===== config.mk =====
export PLATFORM = sky130hd
export DESIGN_NAME = baccarat_deal_fsm
export DESIGN_NICKNAME = d
export VERILOG_FILES = /design/src/rtl/baccarat_deal_fsm.sv
export SDC_FILE = /design/constraint.sdc
export NUM_CORES = 1
export LEC_CHECK = 0
export BUFFER_PORTS_ARGS = -buffer_cell sky130_fd_sc_hd__buf_2
export CORE_UTILIZATION = 40
export CTS_BUF_LIST = sky130_fd_sc_hd__clkbuf_4 sky130_fd_sc_hd__clkbuf_8 sky130_fd_sc_hd__clkbuf_16
export DETAILED_ROUTE_END_ITERATION = 10
export MAX_ROUTING_LAYER = met4
export PLACE_DENSITY_LB_ADDON = 0.08
export SYNTH_ARGS = -nofsm -noshare
export SYNTH_HDL_FRONTEND = slang
export SYNTH_SLANG_ARGS = --single-unit

===== constraint.sdc =====
create_clock -name slow_clock -period 1.8 [get_ports slow_clock]
set_input_delay 0.18 -clock slow_clock [delete_from_list [all_inputs] [get_ports slow_clock]]
set_output_delay 0.18 -clock slow_clock [all_outputs]
set_load 0.1 [all_outputs]

===== src/rtl/baccarat_deal_fsm.sv =====
// Baccarat dealing sequencer: strobes card loads in deal order, applies the
// natural / player-draw / banker-draw rules, and lights the result lamps.
module baccarat_deal_fsm (
  input  logic       slow_clock,
  input  logic       reset,
  input  logic [3:0] pscore,
  input  logic [3:0] dscore,
  input  logic [3:0] pcard3,
  output logic       load_pcard1,
  output logic       load_pcard2,
  output logic       load_pcard3,
  output logic       load_dcard1,
  output logic       load_dcard2,
  output logic       load_dcard3,
  output logic       player_win_light,
  output logic       dealer_win_light,
  output logic       done
);

  typedef enum logic [3:0] {
    DEAL_P1    = 4'd0,
    DEAL_D1    = 4'd1,
    DEAL_P2    = 4'd2,
    DEAL_D2    = 4'd3,
    CHECK_NAT  = 4'd4,
    DEAL_P3    = 4'd5,
    CHECK_BANK = 4'd6,
    DEAL_D3    = 4'd7,
    DONE       = 4'd8
  } state_t;

  state_t state, state_nxt;

  // Face cards, tens and out-of-range ranks all count as zero for the banker rule.
  function automatic logic [3:0] card_val(input logic [3:0] rank);
    if (rank >= 4'd1 && rank <= 4'd9) return rank;
    else return 4'd0;
  endfunction

  function automatic logic banker_draw(input logic [3:0] ds, input logic [3:0] v);
    case (ds)
      4'd0, 4'd1, 4'd2: return 1'b1;
      4'd3:             return (v != 4'd8);
      4'd4:             return (v >= 4'd2 && v <= 4'd7);
      4'd5:             return (v >= 4'd4 && v <= 4'd7);
      4'd6:             return (v >= 4'd6 && v <= 4'd7);
      default:          return 1'b0;
    endcase
  endfunction

  logic natural;
  assign natural = (pscore == 4'd8) || (pscore == 4'd9) ||
                   (dscore == 4'd8) || (dscore == 4'd9);

  always_ff @(posedge slow_clock or posedge reset) begin
    if (reset) state <= DEAL_P1;
    else       state <= state_nxt;
  end

  always_comb begin
    state_nxt = DEAL_P1;
    case (state)
      DEAL_P1:   state_nxt = DEAL_D1;
      DEAL_D1:   state_nxt = DEAL_P2;
      DEAL_P2:   state_nxt = DEAL_D2;
      DEAL_D2:   state_nxt = CHECK_NAT;
      CHECK_NAT: begin
        if (natural)                                state_nxt = DONE;
        else if (pscore <= 4'd5)                    state_nxt = DEAL_P3;
        else if (pscore <= 4'd7 && dscore <= 4'd5)  state_nxt = DEAL_D3;
        else                                        state_nxt = DONE;
      end
      // Extra state lets pcard3 and the updated scores settle before the banker decides.
      DEAL_P3:    state_nxt = CHECK_BANK;
      CHECK_BANK: state_nxt = banker_draw(dscore, card_val(pcard3)) ? DEAL_D3 : DONE;
      DEAL_D3:    state_nxt = DONE;
      DONE:       state_nxt = DONE;
      default:    state_nxt = DEAL_P1;
    endcase
  end

  always_comb begin
    load_pcard1      = 1'b0;
    load_pcard2      = 1'b0;
    load_pcard3      = 1'b0;
    load_dcard1      = 1'b0;
    load_dcard2      = 1'b0;
    load_dcard3      = 1'b0;
    player_win_light = 1'b0;
    dealer_win_light = 1'b0;
    done             = 1'b0;
    case (state)
      DEAL_P1: load_pcard1 = 1'b1;
      DEAL_D1: load_dcard1 = 1'b1;
      DEAL_P2: load_pcard2 = 1'b1;
      DEAL_D2: load_dcard2 = 1'b1;
      DEAL_P3: load_pcard3 = 1'b1;
      DEAL_D3: load_dcard3 = 1'b1;
      DONE: begin
        done             = 1'b1;
        player_win_light = (pscore >= dscore);
        dealer_win_light = (dscore >= pscore);
      end
      default: ;
    endcase
  end

endmodule


==> results of run 1 <==
what timing repair did:
item,4_1_cts,5_1_grt
setup endpoints to repair,1,3
hold endpoints to repair,4,0
pin swaps,0,1
hold buffers,1,0
gates resized for setup,1,3
logic make-up (layout without fill, tap and decap cells):
logic type,after synthesis,after routing,share of synthesized area (%)
compound gates,21,21,29.0
fa+ha+maj,4,4,9.05
buf+inv,10,39,11.5
flops,4,4,18.1
simple gates,23,23,32.4
layout by cell type (no fill, tap or decap):
cell type	synthesis	final
ha_1	4	4
buf_12	0	6
a41o_1	1	1
clkbuf_4	0	4
nor4b_4	2	2
inv_1	6	6
o21ai_4	0	1
buf_2	0	13
o31a_2	1	1
nor4_2	0	1
buf_4	1	8
a41oi_1	1	1
nor2_2	0	1
o31ai_1	3	3
nand2_1	2	2
buf_6	3	1
o21ai_0	2	1
nor2_1	5	3
o21a_1	2	2
dfrtp_1	4	4
nor3_4	0	2
o21ai_2	1	1
nor2b_4	1	1
o2bb2ai_1	1	1
a211oi_1	1	1
o41ai_1	1	1
nand4b_1	1	1
and4_1	1	1
nor3_2	0	1
nand2b_1	3	3
a211oi_2	1	1
or2b_1	1	1
nor2_4	0	1
nand2b_4	1	1
a31oi_1	3	3
dlygate4sd3_1	0	1
a31o_1	1	1
nor2b_1	2	2
a21oi_1	2	2
cell usage after synthesis, types with 2 or more instances:
| master | instances |
|---|---|
| nand2_1 | 2 |
| dfrtp_1 | 4 |
| nor4b_4 | 2 |
| a21oi_1 | 2 |
| nor2b_1 | 2 |
| ha_1 | 4 |
| buf_6 | 3 |
| o21ai_0 | 2 |
| o31ai_1 | 3 |
| nand2b_1 | 3 |
| o21a_1 | 2 |
| nor2_1 | 5 |
| a31oi_1 | 3 |
| nor3_1 | 3 |
| inv_1 | 6 |
worst max-delay path by stage:
| stage | startpoint | end | slack [ns] |
|---|---|---|---|
| floorplan | state[0]$_DFF_PP0_ | player_win_light | -0.84 |
| global placement | pscore[1] | dealer_win_light | -0.01 |
| detailed placement | pscore[1] | dealer_win_light | -0.02 |
| CTS | pscore[1] | dealer_win_light | 0.03 |
| global route | state[1]$_DFF_PP0_ | load_pcard1 | 0.01 |
| finish | pscore[1] | dealer_win_light | 0.08 |
power groups by stage:
| stage | Sequential [mW] | Clock (mW) | Combinational (mW) |
|---|---|---|---|
| global placement | 0.168 | 0 | 1.08 |
| floorplan | 0.159 | 0 | 0.858 |
| finish | 0.166 | 0.111 | 1.10 |
| detailed placement | 0.168 | 0 | 1.09 |
| CTS | 0.166 | 0.116 | 1.09 |
| global route | 0.172 | 0.119 | 1.16 |
worst min-delay path, stage by stage:
cell and delay (ns):
buf_2 0.11, a41oi_1 0.06, o21ai_2 0.09, a31oi_1 0.09
metrics by stage:
step                      power (mW)  instances  instance area (um2)  utilization (%)  hold slack [ns]
after floorplan                 1.02         62                  608                -          -0.0539
after global placement          1.25        102                  838             64.4           0.0601
after detailed placement        1.26        102                  838             64.4           0.0636
after CTS                       1.38        106                  873             67.1            0.338
after global routing            1.45        106                  882             67.8            0.357
final                           1.37        106                  882             67.8            0.336
layer usage:
metal  vias to the layer above  part of all wire, %
met2                        13                   49
met4                         0                  1.6
met5                         -                    0
li1                        292                    -
met1                       246                   48
met3                         2                  1.7
cell type report:
type	instances	area, um2
Timing Repair Buffer	30	274
Fill cell	114	419
Multi-Input combinational cell	48	444
Clock buffer	3	22.5
Sequential cell	4	100
Inverter	6	22.5
Tap cell	15	18.8
==> summary.txt, run 1 <==
Outcome: finished clean
FP Rows: 13
Die area: 1540 um2
Fmax: 582 MHz
CP peak stage delay: 0.29 ns
Post-route DRC: 0
Yosys warns: 0
Pin count of the biggest net entering global routing: 13
Vias per cell: 5.22
Min-delay worst type: in2reg
Dominant synthesized flop cell: dfrtp_1
Share of Yosys cell area claimed by the top area cell type: 18.1%
Postcts setup bufs: 0
Routed Antenna Nets: 0
Core area: 1300 um2
Mapped Nets: 80
GP Congestion: 0.718
Tcrit/Tclk final: 95.4%
DPL Wire Length: 947 um
Largest Register: state
First-pass GRT wire length: 1910 um
Initial antenna violation count: 0
Final WS setup: 0.0828 ns
Hold path depth: 4
CP Class: in2out
Yosys reg bits: 4
Register area share after synthesis: 18.1%
Area grow syn2layout: 59.5%
Rel. slew slack: 68.0%
IO Count: 23
H-tree Lvls: 1
Vias in the first global route: 471
Crit path DAT: 1.54 ns
Comb pwr share: 79.9%
Worst R2R Start: state[0]$_DFF_PP0_
Flop pwr share: 12.1%
Initial DRC count: 4
Switch share: 58.4%
Cell taking the most area after synthesis: dfrtp_1
Biggest regs: state x4
First-pass DRT Iterations: 3
Mapped cell area: 553 um2
Max Cap Viol: 0
Die X: 39.2 um
CTS tree: built
Worst Skew: 0.00239 ns
Ys async rst share: 100%
Inserted Diodes: 0
Top post-synthesis cells by area: dfrtp_1, ha_1, nor4b_4
Clock network power share: 8.1%
Crit path max fanout: 4
Global route overflow: 0
Final Hold Vio Count: 0
# setup viols final: 0
Most used cell, CP: o21a_1
Static Leak: 0.393 nW
WP data required: 1.62 ns
Top cell family by delay on the critical path: compound AO/OA/AOI/OAI gates
Total Neg Setup Slack: 0 ns
HP Start: dscore[3]
GRT met2 Usage: 29.2%
CTS root buffer: clkbuf_4
Worst R2R End: state[2]$_DFF_PP0_
Number of flops mapped to enable cells by yosys: 0
Psw: 0.803 mW
R2R setup slack: 0.45 ns
All-Layer GR Usage: 19.2%
Fraction of layout cells with a size suffix above 1: 50.5%
Gr busiest metal: met2
Post-Syn Area per Cell: 8.92 um2
Worst path bufs/invs: 3
Initial Utilization: 42.5%
Peak supply drop: 0.000533 V
Minimum clock period: 1.72 ns
Routed wire per std cell: 11.2 um
Worst-Margin Slew: 0.483 ns
PD cells: 1560 nW/um2
Critical-path top delay cell: o31a_2
Reg2Reg Depth: 5
CP startpoint kind: input port
Unrepaired setup endpoints after global routing: no
Met1 Use GR: 24.0%
DP Worst Slack: -0.0152 ns
CP cell instances: buf_4 -> inv_1 -> ha_1 -> nor2b_1 -> o21a_1 -> o21a_1 -> o31a_2 -> buf_6
I/O Buffers: 22
Clock buffer depth: 2
Internal power: 0.572 mW
CTS buffer count: 3
Layout Nets: 111
Critical Path Stages: 8
Sink Count: 4
Total number of vias: 553
Die H: 39.2 um
GR Util met3: 1.73%
Post-synth cell types: 31
Fin. max-slew vios: 0
Worst-Skew Late Latency: 0.24 ns
Hold Path Sink: state[0]$_DFF_PP0_
Total wire length: 1180 um
Synthesized netlist cell count: 62
Largest register FFs: 4
CP Capture Type: output port
Reg clk slew, reported paths: 0.04 ns
(Power assumes the default switching activity.)
==> run 2, diff against run 1 <==
clock period = 1.9 ns   (was 1.8 ns; I/O delays follow)
==> run 2 against run 1 <==
  * Power decreased by 13%
  * Sequential power increased by 17%
  * Sequential cell count unchanged
  * Core utilization decreased by 4.9 points
  * Clock skew increased by 0.0017 ns
  * First-iteration DRC count increased by 100%
  * Cell area decreased by 7.2%
  * Largest cell class unchanged
==> summary.txt, run 2 (synthesis results as in run 1) <==
# fillers: 128 (was 114)
Sequential cell area: 100 um2 (unchanged)
Worst path bufs/invs: 3 (unchanged)
CP Class: in2out (unchanged)
Peak supply drop: 0.000525 V (was 0.000533 V)
Largest register FFs: 4 (unchanged)
Core area: 1300 um2 (unchanged)
Total number of vias: 577 (was 553)
Top cell family by delay on the critical path: compound AO/OA/AOI/OAI gates (unchanged)
WHS: 0.361 ns (was 0.336 ns)
CTS root buffer: clkbuf_4 (unchanged)
Worst Skew: 0.00407 ns (was 0.00239 ns)
Routed wire per std cell: 10.8 um (was 11.2 um)
HP Start: dscore[3] (unchanged)
GP Congestion: 0.661 (was 0.718)
Hold path depth: 4 (unchanged)
R2R setup slack: 0.55 ns (was 0.45 ns)
Multi-input gate area: 439 um2 (was 444 um2)
Tcrit/Tclk final: 95.2%
Initial Utilization: 42.5% (unchanged)
Initial antenna violation count: 0 (unchanged)
First-pass DRT Iterations: 3 (unchanged)
Die X: 39.2 um (unchanged)
PD cells: 1460 nW/um2 (was 1560 nW/um2)
Worst R2R End: state[3]$_DFF_PP0_ (was state[2]$_DFF_PP0_)
Die area: 1540 um2 (unchanged)
Biggest regs: state x4 (unchanged)
Routed Antenna Nets: 0 (unchanged)
Total wire length: 1140 um (was 1180 um)
Inserted Diodes: 0 (unchanged)
Most common cell after layout, fill and taps aside: buf_2 (unchanged)
Vias per cell: 5.50 (was 5.22)
Worst-Margin Slew: 0.483 ns (about the same)
Initial DRC count: 8 (was 4)
Outcome: finished clean (unchanged)
Static Leak: 0.377 nW (was 0.393 nW)
Largest Register: state (unchanged)
Rel. slew slack: 68.0% (about the same)
Worst-Skew Late Latency: 0.24 ns (about the same)
Critical-path top delay cell: ha_1 (was o31a_2)
All-Layer GR Usage: 19.2% (about the same)
Minimum clock period: 1.81 ns
Layout Nets: 110 (was 111)
Crit path max fanout: 4 (unchanged)
Area grow syn2layout: 48.0% (was 59.5%)
Min-delay worst type: in2reg (unchanged)
Reg2Reg Depth: 5 (unchanged)
Sink Count: 4 (unchanged)
Post-route DRC: 0 (unchanged)
CTS tree: built (unchanged)
Fmax: 553 MHz
Vias in the first global route: 474 (was 471)
Worst R2R Start: state[1]$_DFF_PP0_ (was state[0]$_DFF_PP0_)
DPL Wire Length: 949 um (was 947 um)
CP peak stage delay: 0.29 ns (about the same)
Pin count of the biggest net entering global routing: 11 (was 13)
Hold Path Sink: state[1]$_DFF_PP0_ (was state[0]$_DFF_PP0_)
Die H: 39.2 um (unchanged)
Global route overflow: 0 (unchanged)
Most frequent cells in the layout: buf_2, buf_4, inv_1 (was buf_2, buf_4, inv_1, buf_12)
Overall power: 1.19 mW (was 1.37 mW)
FP Rows: 13 (unchanged)
Most used cell, CP: o21a_1 (unchanged)
Unrepaired setup endpoints after global routing: no (unchanged)
IO Count: 23 (unchanged)
First-pass GRT wire length: 1930 um (was 1910 um)
WP data required: 1.71 ns (was 1.62 ns)
Postcts setup bufs: 0 (unchanged)
Reg clk slew, reported paths: 0.03 ns (was 0.04 ns)
Fraction of layout cells with a size suffix above 1: 50.0% (was 50.5%)
Max Cap Viol: 0 (unchanged)
CP startpoint kind: input port (unchanged)
CP Capture Type: output port (unchanged)
Clock buffer depth: 2 (unchanged)
I/O Buffers: 22 (unchanged)
Crit path DAT: 1.62 ns (was 1.54 ns)
H-tree Lvls: 1 (unchanged)
Final Hold Vio Count: 0 (unchanged)
# setup viols final: 0 (unchanged)
Fin. max-slew vios: 0 (unchanged)
CP cell instances: buf_2 -> inv_1 -> ha_1 -> nor2b_1 -> o21a_1 -> o21a_1 -> o31a_2 -> buf_4 (was buf_4 -> inv_1 -> ha_1 -> nor2b_1 -> o21a_1 -> o21a_1 -> o31a_2 -> buf_6)
CTS buffer count: 3 (unchanged)
run 2: changes by cell type in the layout (fill, tap and decap cells not counted), sizes merged:
cell,before,now
buf,28,27
run 2: cell type report:
type	instances	area share (%)
flip-flops and latches	4	12.2
inverters	6	2.75
clock buffers	3	2.75
repair buffers	29	26.3
well taps	15	2.29
multi-input cells	48	53.7
run 2: worst max path at each step:
stage	start	endpoint	slack [ns]	cells after the start
floorplan	state[0]$_DFF_PP0_	player_win_light	-0.75	4
global placement	pscore[1]	dealer_win_light	0.07	8
detailed placement	pscore[1]	dealer_win_light	0.04	8
CTS	state[1]$_DFF_PP0_	dealer_win_light	0.03	3
global route	state[1]$_DFF_PP0_	player_win_light	0.02	5
finish	pscore[1]	dealer_win_light	0.09	8
run 2: timing repair:
item | CTS | global route
endpoints found under the setup margin | 0 | 2
resized for setup | 0 | 3
hold buffers | 1 | 0
hold endpoints to repair | 4 | 0
run 2: power by group:
group,total [mW],internal [mW],switching (mW),leakage [nW]
registers,0.194,0.122,0.0718,0.0504
logic,0.895,0.264,0.631,0.313
clock network,0.105,0.0706,0.0346,0.0138
run 2: routing by layer:
layer | track usage (%) | part of all wire [%] | up-vias
li1 | - | - | 292
met1 | 24.2 | 48 | 271
met2 | 28.7 | 49 | 14
met3 | 6.94 | 3.3 | 0
met4 | 5.17 | 0 | 0
met5 | - | 0 | -
run 2: through the flow:
stage	TNS [ns]	instances	area [um2]	setup WS (ns)	util, %
final	0	105	818	0.0908	62.9
after global routing	0	105	818	0.0172	62.9
after CTS	0	105	813	0.0262	62.5
after detailed placement	0	101	781	0.0375	60.0
after global placement	0	101	781	0.0669	60.0
after floorplan	-2.12	62	603	-0.747	-
run 2: worst min-delay path: stages:
cell and delay, ns:
buf_2 0.11, a41oi_1 0.06, o21ai_2 0.10, a31oi_1 0.09
==> run 3, diff against run 2 <==
--- a/config.mk
+++ b/config.mk
@@ -8,5 +8,8 @@
 export BUFFER_PORTS_ARGS = -buffer_cell sky130_fd_sc_hd__buf_2
-export CORE_UTILIZATION = 40
+export CELL_PAD_IN_SITES_DETAIL_PLACEMENT = 0
+export CELL_PAD_IN_SITES_GLOBAL_PLACEMENT = 1
+export CORE_UTILIZATION = 33
 export CTS_BUF_LIST = sky130_fd_sc_hd__clkbuf_4 sky130_fd_sc_hd__clkbuf_8 sky130_fd_sc_hd__clkbuf_16
 export DETAILED_ROUTE_END_ITERATION = 10
+export HOLD_SLACK_MARGIN = 0.02
 export MAX_ROUTING_LAYER = met4
==> constraint.sdc (replaced) <==
create_clock -name slow_clock -period 1.9 [get_ports slow_clock]
set_input_delay 0.285 -clock slow_clock [delete_from_list [all_inputs] [get_ports slow_clock]]
set_output_delay 0.285 -clock slow_clock [all_outputs]
set_load 0.1 [all_outputs]
==> run 3 against run 2 <==
  * Clock power about the same
  * Sequential cell count unchanged
  * Die area up 20%
  * Non-clock buffer count up 4
  * Global-route usage down 0.80 points
  * Final cell count up 4.8%
  * Critical path type unchanged
==> summary.txt, run 3 (synthesis results as in run 1) <==
Tcrit/Tclk final: 99.7% (was 95.2%)
Hold Path Sink: state[0]$_DFF_PP0_ (was state[1]$_DFF_PP0_)
DPL Wire Length: 1080 um (was 949 um)
Max Cap Viol: 0 (unchanged)
Worst-Margin Slew: 0.350 ns (was 0.483 ns)
Worst-Skew Late Latency: 0.24 ns (about the same)
Largest register FFs: 4 (unchanged)
Biggest regs: state x4 (unchanged)
Worst R2R Start: state[0]$_DFF_PP0_ (was state[1]$_DFF_PP0_)
Layout Nets: 114 (was 110)
HP Start: dscore[3] (unchanged)
DP Worst Slack: -0.102 ns (was 0.0375 ns)
Initial DRC count: 12 (was 8)
Sink Count: 4 (unchanged)
H-tree Lvls: 1 (unchanged)
Reg2Reg Depth: 5 (unchanged)
Pin count of the biggest net entering global routing: 13 (was 11)
Hold path depth: 4 (unchanged)
Initial antenna violation count: 0 (unchanged)
Unrepaired setup endpoints after global routing: yes (was no)
Die area: 1840 um2 (was 1540 um2)
Global route overflow: 0 (unchanged)
Total number of vias: 594 (was 577)
CP Class: in2out (unchanged)
Core area: 1540 um2 (was 1300 um2)
Routed wire per std cell: 13.1 um (was 10.8 um)
Rel. slew slack: 76.5% (was 68.0%)
Initial Utilization: 35.9% (was 42.5%)
Outcome: finished clean (unchanged)
Routed Antenna Nets: 0 (unchanged)
Die X: 42.9 um (was 39.2 um)
WP data required: 1.62 ns (was 1.71 ns)
All-Layer GR Usage: 18.4% (was 19.2%)
CTS buffer count: 3 (unchanged)
Final WS setup: 0.00624 ns (was 0.0908 ns)
GP Congestion: 0.645 (was 0.661)
WHS: 0.461 ns (was 0.361 ns)
Area grow syn2layout: 75.6% (was 48.0%)
Vias per cell: 5.40 (was 5.50)
Most common cell after layout, fill and taps aside: buf_2 (unchanged)
Reg clk slew, reported paths: 0.04 ns (was 0.03 ns)
Post-route DRC: 0 (unchanged)
Largest Register: state (unchanged)
First-pass GRT wire length: 2490 um (was 1930 um)
CP startpoint kind: input port (unchanged)
CTS root buffer: clkbuf_4 (unchanged)
# fillers: 137 (was 128)
Fraction of layout cells with a size suffix above 1: 57.4% (was 50.0%)
Crit path max fanout: 2 (was 4)
Clock buffer depth: 2 (unchanged)
Minimum clock period: 1.89 ns (was 1.81 ns)
Static Leak: 0.425 nW (was 0.377 nW)
CP Capture Type: output port (unchanged)
Min-delay worst type: in2reg (unchanged)
# setup viols final: 0 (unchanged)
Fin. max-slew vios: 0 (unchanged)
I/O Buffers: 22 (unchanged)
Peak supply drop: 0.000775 V (was 0.000525 V)
Fmax: 528 MHz (was 553 MHz)
Overall power: 1.38 mW (was 1.19 mW)
Placed insts: 104 (was 101)
Finished Layout Cells: 110 (was 105)
Vias in the first global route: 565 (was 474)
Total wire length: 1440 um (was 1140 um)
FP Rows: 14 (was 13)
First-pass DRT Iterations: 4 (was 3)
Worst Skew: 0.00496 ns (was 0.00407 ns)
IO Count: 23 (unchanged)
Most frequent cells in the layout: buf_2, buf_4, buf_12 (was buf_2, buf_4, inv_1)
Inserted Diodes: 0 (unchanged)
Die H: 42.9 um (was 39.2 um)
Crit path DAT: 1.61 ns (was 1.62 ns)
PD cells: 1420 nW/um2 (was 1460 nW/um2)
Worst R2R End: state[2]$_DFF_PP0_ (was state[3]$_DFF_PP0_)
CTS tree: built (unchanged)
Final Hold Vio Count: 0 (unchanged)
R2R setup slack: 0.55 ns (about the same)
## run 3: cell types whose count changed in the layout (fill, tap and decap cells not counted), moves of 2 or more
cell	change
buf_2	-6
buf_12	+5
ha_1	-2
buf_4	+3
## run 3: stage by stage
stage | TNS [ns] | instance area (um2) | util, %
floorplan | -2.50 | 603 | -
global placement | -0.100 | 857 | 55.6
detailed placement | -0.125 | 857 | 55.6
CTS | -0.0115 | 896 | 58.1
global route | -0.0567 | 971 | 63.0
finish | 0 | 971 | 63.0
## run 3: critical path: stages
cell,delay (ns)
buf_8,0.10
inv_4,0.04
ha_4,0.18
nor2b_4,0.12
o21a_1,0.17
o21a_1,0.19
o31a_2,0.34
buf_12,0.17
## run 3: metal layers
metal / share of wire (%) / GRT usage (%) / vias up
li1: - / - / 299
met1: 43 / 24.0 / 269
met2: 50 / 25.8 / 22
met3: 5.0 / 6.81 / 4
met4: 1.7 / 7.27 / 0
met5: 0 / - / -
## run 3: repair_timing
| action | 4_1_cts | 5_1_grt |
|---|---|---|
| pin swaps | 1 | 6 |
| setup endpoints to repair | 2 | 3 |
| buffers inserted | 0 | 2 |
| endpoints found under the hold margin | 4 | 0 |
| hold buffers | 1 | 0 |
| gates resized for setup | 2 | 14 |
## run 3: report_power, final
| group | internal, mW | switching, mW | leakage, nW |
|---|---|---|---|
| Combinational | 0.404 | 0.710 | 0.361 |
| Clock | 0.0708 | 0.0369 | 0.0138 |
| Sequential | 0.123 | 0.0332 | 0.0504 |
## run 3: layout make-up
class	instances	area, um2	area share, %
tap	16	20.0	2.06
clock buffer	3	22.5	2.32
timing repair buffer	33	334	34.4
inverter	6	25.0	2.58
multi-input combinational	48	469	48.3
sequential	4	100	10.3
## run 3: worst max path at each step
stage / startpoint / end / slack [ns] / cells after the start
final: pscore[1] / dealer_win_light / 0.006 / 8
after global routing: pscore[1] / dealer_win_light / -0.04 / 8
after CTS: pscore[1] / dealer_win_light / -0.01 / 8
after detailed placement: pscore[1] / dealer_win_light / -0.10 / 8
after global placement: pscore[1] / dealer_win_light / -0.09 / 8
after floorplan: state[0]$_DFF_PP0_ / player_win_light / -0.84 / 4
